**config.mk**
```make
export PLATFORM = sky130hd
export DESIGN_NAME = decode_collate_ctrl
export DESIGN_NICKNAME = d
export VERILOG_FILES = /design/src/rtl/decode_collate_ctrl.sv
export SDC_FILE = /design/constraint.sdc
export NUM_CORES = 1
export LEC_CHECK = 0
export BUFFER_PORTS_ARGS = -buffer_cell sky130_fd_sc_hd__buf_4
export CAP_MARGIN = 25
export CORE_MARGIN = 1.5
export CORE_UTILIZATION = 39
export CTS_BUF_LIST = sky130_fd_sc_hd__clkbuf_2 sky130_fd_sc_hd__clkbuf_4 sky130_fd_sc_hd__clkbuf_8
export DETAILED_ROUTE_END_ITERATION = 6
export GPL_ROUTABILITY_DRIVEN = 0
export GPL_TIMING_DRIVEN = 0
export SYNTH_ARGS = -nofsm -noshare
export SYNTH_HDL_FRONTEND = slang
export SYNTH_SLANG_ARGS = --single-unit
```
**constraint.sdc**
```tcl
create_clock -name clk -period 3.8 [get_ports clk]
set_input_delay 0.38 -clock clk [delete_from_list [all_inputs] [get_ports clk]]
set_output_delay 0.38 -clock clk [all_outputs]
set_load 0.01 [all_outputs]
```
**src/rtl/decode_collate_ctrl.sv**
```systemverilog
// decode_collate_ctrl
//   Sequencer between the fetch buffer and the combinational decode core.
//   Accepts one 32-bit instruction dword per handshake. It collects a second
//   dword when the decode core asks for collation or when a 32-bit literal
//   constant source is present. The assembled instruction is then held until
//   the issue stage accepts it.
//
// Ports
//   clk, rst_n              core clock, asynchronous active-low reset
//   fetch_valid/ready       dword handshake from fetch
//   fetch_wfid/pc/instr     wavefront id, byte address and dword from fetch
//   flush, flush_wfid       discard in-flight work of one wavefront
//   dec_instr               {hi, lo} to decode core collated_instr
//   dec_collate_done        to decode core collate_done
//   dec_collate_required    from decode core: instruction needs a second dword
//   dec_fu, dec_s1_field,
//   dec_s2_field            from decode core: used for literal detection
//   out_valid/ready         decoded instruction handshake to issue
//   out_wfid/pc/size        wavefront id, pc of first dword, 0=4B / 1=8B
//   collate_err             pulse: second dword came from another wavefront
module decode_collate_ctrl (
  input  logic        clk,
  input  logic        rst_n,
  input  logic        fetch_valid,
  output logic        fetch_ready,
  input  logic [5:0]  fetch_wfid,
  input  logic [31:0] fetch_pc,
  input  logic [31:0] fetch_instr,
  input  logic        flush,
  input  logic [5:0]  flush_wfid,
  output logic [63:0] dec_instr,
  output logic        dec_collate_done,
  input  logic        dec_collate_required,
  input  logic [1:0]  dec_fu,
  input  logic [9:0]  dec_s1_field,
  input  logic [9:0]  dec_s2_field,
  output logic        out_valid,
  input  logic        out_ready,
  output logic [5:0]  out_wfid,
  output logic [31:0] out_pc,
  output logic        out_size,
  output logic        collate_err
);

  typedef enum logic [1:0] {IDLE, EVAL, WAIT2, HOLD} state_t;

  // Decode-core encoding of the literal-constant source operand.
  localparam logic [9:0] LITERAL_SRC = 10'h2FF;

  state_t      state, state_nxt;
  logic [31:0] lo, lo_nxt;
  logic [31:0] hi, hi_nxt;
  logic [31:0] pc, pc_nxt;
  logic [5:0]  wfid, wfid_nxt;
  logic        size, size_nxt;

  logic flush_hit;
  logic need2;
  logic wfid_match;

  assign flush_hit  = flush && (flush_wfid == wfid) && (state != IDLE);
  assign need2      = dec_collate_required ||
                      ((dec_fu != 2'd0) &&
                       ((dec_s1_field == LITERAL_SRC) || (dec_s2_field == LITERAL_SRC)));
  assign wfid_match = (fetch_wfid == wfid);

  assign fetch_ready      = (state == IDLE) || (state == WAIT2);
  assign out_valid        = (state == HOLD) && !flush_hit;
  assign dec_instr        = {hi, lo};
  assign dec_collate_done = (state == HOLD) && size;
  assign out_wfid         = wfid;
  assign out_pc           = pc;
  assign out_size         = size;

  always_comb begin
    state_nxt   = state;
    lo_nxt      = lo;
    hi_nxt      = hi;
    pc_nxt      = pc;
    wfid_nxt    = wfid;
    size_nxt    = size;
    collate_err = 1'b0;
    case (state)
      IDLE: begin
        // A dword whose own wavefront is being flushed is accepted and dropped.
        if (fetch_valid && !(flush && (flush_wfid == fetch_wfid))) begin
          lo_nxt    = fetch_instr;
          hi_nxt    = '0;
          wfid_nxt  = fetch_wfid;
          pc_nxt    = fetch_pc;
          size_nxt  = 1'b0;
          state_nxt = EVAL;
        end
      end
      EVAL: begin
        if (flush_hit)  state_nxt = IDLE;
        else if (need2) state_nxt = WAIT2;
        else begin
          size_nxt  = 1'b0;
          state_nxt = HOLD;
        end
      end
      WAIT2: begin
        // The mismatch is reported on any mismatched accept, flush or not.
        collate_err = fetch_valid && !wfid_match;
        if (flush_hit) state_nxt = IDLE;
        else if (fetch_valid) begin
          if (wfid_match) begin
            hi_nxt    = fetch_instr;
            size_nxt  = 1'b1;
            state_nxt = HOLD;
          end else begin
            lo_nxt    = fetch_instr;
            hi_nxt    = '0;
            wfid_nxt  = fetch_wfid;
            pc_nxt    = fetch_pc;
            state_nxt = EVAL;
          end
        end
      end
      HOLD: begin
        if (flush_hit || out_ready) state_nxt = IDLE;
      end
      default: state_nxt = IDLE;
    endcase
  end

  always_ff @(posedge clk or negedge rst_n) begin
    if (!rst_n) begin
      state <= IDLE;
      lo    <= '0;
      hi    <= '0;
      pc    <= '0;
      wfid  <= '0;
      size  <= 1'b0;
    end else begin
      state <= state_nxt;
      lo    <= lo_nxt;
      hi    <= hi_nxt;
      pc    <= pc_nxt;
      wfid  <= wfid_nxt;
      size  <= size_nxt;
    end
  end

endmodule

```
==> run metrics, run 1 <==
first-pass GRT wire length=around 45000 um; Syn Nets=973; RSZ-0062 raised after global routing=no; Setup CP Type=reg -> out; count of different cell masters after synthesis=34; post-synth top area share=0.356; final WL=28200 um; Ant. Diodes=0; Hold/Removal Path Class=in -> reg; worst path arrival time=~2.9 ns; Skew-Pair Late Insertion Delay=0.39 ns; DR iter-0 viols=601; IO Pins=211; Lkg Pwr=3.95 nW; # DRC=0; Nets=1195; Final Cell Area=0.00951 mm2; CTS tree=built; TNS Setup=0 ns; Max clock buf depth=2; Site Rows=50; pwr dens=625 mW/mm2; Clock Sinks=between 100 and 150; DR WL/cell=21.2 um; Avg Cell Area, Syn=8.50 um2; Slowest cell on crit path=dfrtp_1; H-tree levels=3; Worst VDD drop=roughly 0.00023 V; HPWL after DPL=between 15000 and 20000 um; Die Area=0.0198 mm2; maxcap violations=0; CP max stage delay=0.50 ns; Worst Setup Start Kind=register; Mapped Area=~0.0074 mm2; Final Hold Vio Count=0; post-synthesis cell count=between 800 and 900; Achievable Freq=0.305 GHz; Crit path required time=3.42 ns; skew final=between 0.01 and 0.015 ns; Via-to-Cell Ratio=6.11; Die H=roughly 140 um; Most used DFF post-synth=dfrtp_1; synthesized flop and latch total=105; Slew Limit Fails=0; top-count cell post-synth=nand3_1; PortBufs=210; CTS buffer count=9; Detailed Routing Iterations Pass 1=5; Final period util=0.861; pin count of the biggest net entering global routing=55; top cells by area in the synthesized netlist=dfrtp_1 (36%), nand3_1 (9.1%), a221oi_1 (8.3%); Routed Antenna Nets=0; GRT overflow=0; asr flop ratio synth=1.00; vias in the first global route=7884; Post-synth EDFFs=0; area grow syn2layout=28.7%; final core utilization=0.510; crit-path cells=xnor2_1 -> nand4_1 -> nor2_2 -> buf_2 -> buf_2 -> nor2_1 -> buf_4; core area=0.0186 mm2; initial antenna violation count=0; Critical Path Fanout Max=19; Cell Area, Placed=0.00929 mm2; Synth top cells by count=nand3_1 (135), dfrtp_1 (105), clkbuf_1 (88); status=finished, final reports clean; Initial Utilization=0.396; Synth Warn #=0; slew margin rel.=0.500; Clock transition at path regs=0.11 ns; cell taking the most area after synthesis=dfrtp_1; Via Count=8132; sequential element share of the synthesized area=0.356; Root Buffer=clkbuf_8; GRT Overall Usage=0.284; die width=141 um; fin crit period=around 3.3 ns; critical path capture point type=primary output; Crit path top cell by count=buf_2; # setup viols final=0; share of layout cells above drive strength 1=0.235; worst-margin pin slew=0.744 ns
state kept, by name (all words and copies together) (netlist names):
name / count
hi: 32
lo: 32
out_pc: 32
out_wfid: 6
state: 2
out_size: 1
critical path: cells and delay by family, from the launching register on:
family                    cells  cell delay, ns
DFF                           1            0.50
and+or+nand+nor               3            0.80
buffers and inverters         3            0.94
xor gates and xnor gates      1            0.26
power breakdown:
group	switching [W]	internal, W
clock network	0.000442	0.000345
logic	0.00188	0.00131
registers	0.000469	0.00150
routing by layer:
layer	GRT usage	vias to the layer above	routed length, um
li1	-	3787	-
met1	0.411	3952	12700
met2	0.426	354	12600
met3	0.0506	39	2180
met4	0.102	0	660
met5	0	-	0
repair_timing:
item	4_1_cts	5_1_grt
buffers inserted	0	0
gates resized for setup	0	0
endpoints found under the setup margin	0	1
endpoints found under the hold margin	51	0
hold buffers	1	0
worst paths after layout:
path                                       from          end  slack (ns)  depth (start not counted)
worst max-delay path                out_wfid[5]  collate_err        0.53                          7
worst min-delay path            fetch_instr[13]       hi[13]        0.22                          2
worst max register to register      out_wfid[5]   out_pc[11]        1.13                          7
worst min register to register           hi[12]       hi[12]        0.51                          1
max in group asynchronous                 rst_n       lo[11]        2.62                          3
min in group asynchronous                 rst_n    out_pc[9]        0.50                          2
cell usage in the layout, fill, tap and decap left out, types with 2 or more instances in the layout:
cell,instances
buf_4,209
nand3_1,135
dfrtp_1,105
clkbuf_1,87
inv_1,71
o211ai_1,70
nor3b_1,70
a221oi_1,70
nor4_1,69
or3_1,65
a22o_1,32
xnor2_1,15
buf_6,14
buf_2,13
clkbuf_8,11
nand2_1,9
nand4_1,7
or4_1,6
nor2_1,4
xor2_1,3
o21ai_0,3
and3_1,3
nor4b_1,3
a32oi_1,2
a21oi_1,2
clkinvlp_4,2
per-stage QoR:
stage                     total power, W  worst slack [ns]  cells  hold WS, ns
final                            0.00594             0.526   1330        0.217
after global placement           0.00513             0.574   1313        0.486
after global routing             0.00636             0.391   1330        0.213
after detailed placement         0.00515             0.649   1314        0.370
after CTS                        0.00595             0.202   1331        0.205
after floorplan                  0.00371              1.69    869       0.0844
kinds of logic after synthesis:
family	after synthesis	synth area share
compound gates	182	0.202
xor+xnor	18	0.0213
buf+inv	185	0.109
flops	105	0.356
simple gates	379	0.311
final cells by class:
type                    instances  area [um2]
fillers                      1902        9140
plain buffers                 113         538
inverters                      71         267
well taps                     234         293
flip-flops and latches        105        2630
repair buffers                212        1620
clock buffers                  11         151
clock inverters                 5        62.6
multi-input cells             579        3950
No activity file was read; power rests on OpenSTA's default activity.
==> inputs of run 2 (changes only) <==
--- a/config.mk
+++ b/config.mk
@@ -7,12 +7,15 @@
 export LEC_CHECK = 0
 export BUFFER_PORTS_ARGS = -buffer_cell sky130_fd_sc_hd__buf_4
 export CAP_MARGIN = 25
+export CELL_PAD_IN_SITES_DETAIL_PLACEMENT = 0
+export CELL_PAD_IN_SITES_GLOBAL_PLACEMENT = 1
 export CORE_MARGIN = 1.5
 export CORE_UTILIZATION = 39
 export CTS_BUF_LIST = sky130_fd_sc_hd__clkbuf_2 sky130_fd_sc_hd__clkbuf_4 sky130_fd_sc_hd__clkbuf_8
 export DETAILED_ROUTE_END_ITERATION = 6
 export GPL_ROUTABILITY_DRIVEN = 0
 export GPL_TIMING_DRIVEN = 0
+export PLACE_DENSITY_LB_ADDON = 0.1
 export SYNTH_ARGS = -nofsm -noshare
 export SYNTH_HDL_FRONTEND = slang
 export SYNTH_SLANG_ARGS = --single-unit
==> run 2 against run 1 <==
Global-route usage up 0.13 points. First-iteration DRC count up 16%. Total power down 0.65%. Maximum frequency down 10%.
==> run metrics, run 2 (synthesis gave the netlist of run 1 again) <==
Clock transition at path regs=0.12 ns; CTS tree=built; sw frac=0.480; initial antenna violation count=0; vias in the first global route=7846; M2 GR Usage=0.435; Cell Int Power=0.00307 W; H-tree levels=3; met1 global-route usage=0.408; Crit path top cell by count=buf_2; setup ws final=approximately 0.16 ns; PortBufs=210; fill cell count=1873; fin crit period=3.64 ns; pwr dens=slightly above 600 mW/mm2; Ant. Diodes=0; slew margin rel.=0.507; Achievable Freq=between 0.2 and 0.3 GHz; Via-to-Cell Ratio=6.18; Final period util=0.959; worst-margin pin slew=approximately 0.73 ns; Resize count post-CTS=0; Critical Path Fanout Max=10; hold buffer count at CTS=1; IO Pins=~210; first-pass GRT wire length=44600 um; share of layout cells above drive strength 1=0.235; Worst Setup Start Kind=register; Setup CP Type=reg -> out; most common cell after layout, fill and taps aside=buf_4; GRT overflow=0; core area=0.0186 mm2; Root Buffer=clkbuf_8; Logic pwr share=0.540; pre-CTS setup slack=0.699 ns; clock share of power=0.126; Hold/Removal Path Class=in -> reg; area of the multi-input gates=0.00395 mm2; RSZ-0062 raised after global routing=no; die width=141 um; Nets=1196; Slew Limit Fails=0; Final Hold Vio Count=0; GRT Overall Usage=0.286; CP max stage delay=0.57 ns; worst setup path start=out_wfid[5]; Lkg Pwr=3.95 nW; Max clock buf depth=2; most frequent cells in the layout=buf_4 (209), nand3_1 (135), dfrtp_1 (105); Detailed Routing Iterations Pass 1=6; hold path start=fetch_instr[12]; DR iter-0 viols=696; Initial Utilization=0.396; delay-heaviest family, CP=buffers and inverters; storage element area=0.00263 mm2; Skew-Pair Late Insertion Delay=0.41 ns; Slowest cell on crit path=clkbuf_1; crit-path cells=xnor2_1 -> nand4_1 -> nor2_2 -> buf_2 -> clkbuf_1 -> buf_2 -> nor2_1 -> buf_4; Via Count=8220; Die H=141 um; HPWL after DPL=19500 um; status=finished, final reports clean; skew final=0.0128 ns; Net Sw Power=around 0.0028 W; CTS buffer count=9; Worst Path Buf+Inv=4; final WL=roughly 29000 um; maxcap violations=0; global route hottest layer=met2; DR WL/cell=roughly 22 um; # DRC=0; Die Area=approximately 0.020 mm2; TNS Setup=0 ns; M3 GR Usage=0.0642; Setup Buffers After CTS=0; Cell Area, Placed=0.00929 mm2; pin count of the biggest net entering global routing=between 60 and 70; Crit path required time=3.42 ns; Worst VDD drop=0.000259 V; Routed Antenna Nets=0; worst path arrival time=3.26 ns; critical path capture point type=primary output; Clock Sinks=105; Final Cell Area=0.00948 mm2; area grow syn2layout=28.4%; FF-to-FF Start=out_wfid[5]; Site Rows=50; # setup viols final=0; sequential power share=0.334
[run 2: cell types whose count changed in the layout (fill, tap and decap cells not counted), sizes merged]
cell      change
bufinv        -1
inv           +4
clkinvlp      -2
[run 2: cell type report]
cell class	count	area share
Buffer	114	0.0571
Clock buffer	10	0.0139
Clock inverter	6	0.00607
Inverter	71	0.0281
Multi-Input combinational cell	579	0.416
Sequential cell	105	0.277
Tap cell	234	0.0309
Timing Repair Buffer	212	0.171
[run 2: per-stage QoR]
| stage | utilization | std cells | hold WS (ns) | total power [W] |
|---|---|---|---|---|
| 5_1_grt | 0.509 | 1331 | 0.191 | 0.00630 |
| 4_1_cts | 0.509 | 1331 | 0.195 | 0.00591 |
| 3_3_place_gp | 0.496 | 1313 | 0.486 | 0.00514 |
| 2_1_floorplan | - | 869 | 0.0844 | 0.00371 |
| 6_report | 0.509 | 1331 | 0.206 | 0.00590 |
| 3_5_place_dp | 0.498 | 1314 | 0.335 | 0.00516 |
[run 2: worst register-to-register path, cell delays in order, from the launching register on]
cell      delay, ns
dfrtp_1        0.50
xnor2_1        0.25
nand4_1        0.24
nor2_2         0.39
buf_2          0.31
clkbuf_1       0.58
buf_2          0.38
o211ai_1       0.12
nand3_1        0.11
[run 2: per-layer routing]
metal  part of all wire  vias to the layer above  wire (um)
li1                   -                     3787          -
met1               0.45                     4044      12800
met2               0.46                      352      13100
met3              0.077                       37       2200
met4              0.021                        0        597
met5                  0                        -          0
[run 2: worst paths after layout]
kind / endpoint / slack, ns / depth (start not counted)
min in group asynchronous: out_pc[10] / 0.46 / 2
setup / recovery: collate_err / 0.16 / 8
hold / removal: hi[12] / 0.21 / 2
max in group asynchronous: lo[10] / 2.65 / 3
setup reg to reg: out_pc[9] / 0.88 / 8
hold reg to reg: hi[19] / 0.51 / 1
[run 2: power groups by stage]
stage | combinational, W | clock, W | sequential, W
4_1_cts | 0.00319 | 0.000757 | 0.00196
5_1_grt | 0.00348 | 0.000799 | 0.00203
2_1_floorplan | 0.00167 | 0 | 0.00204
3_3_place_gp | 0.00317 | 0 | 0.00198
6_report | 0.00319 | 0.000743 | 0.00197
3_5_place_dp | 0.00318 | 0 | 0.00198
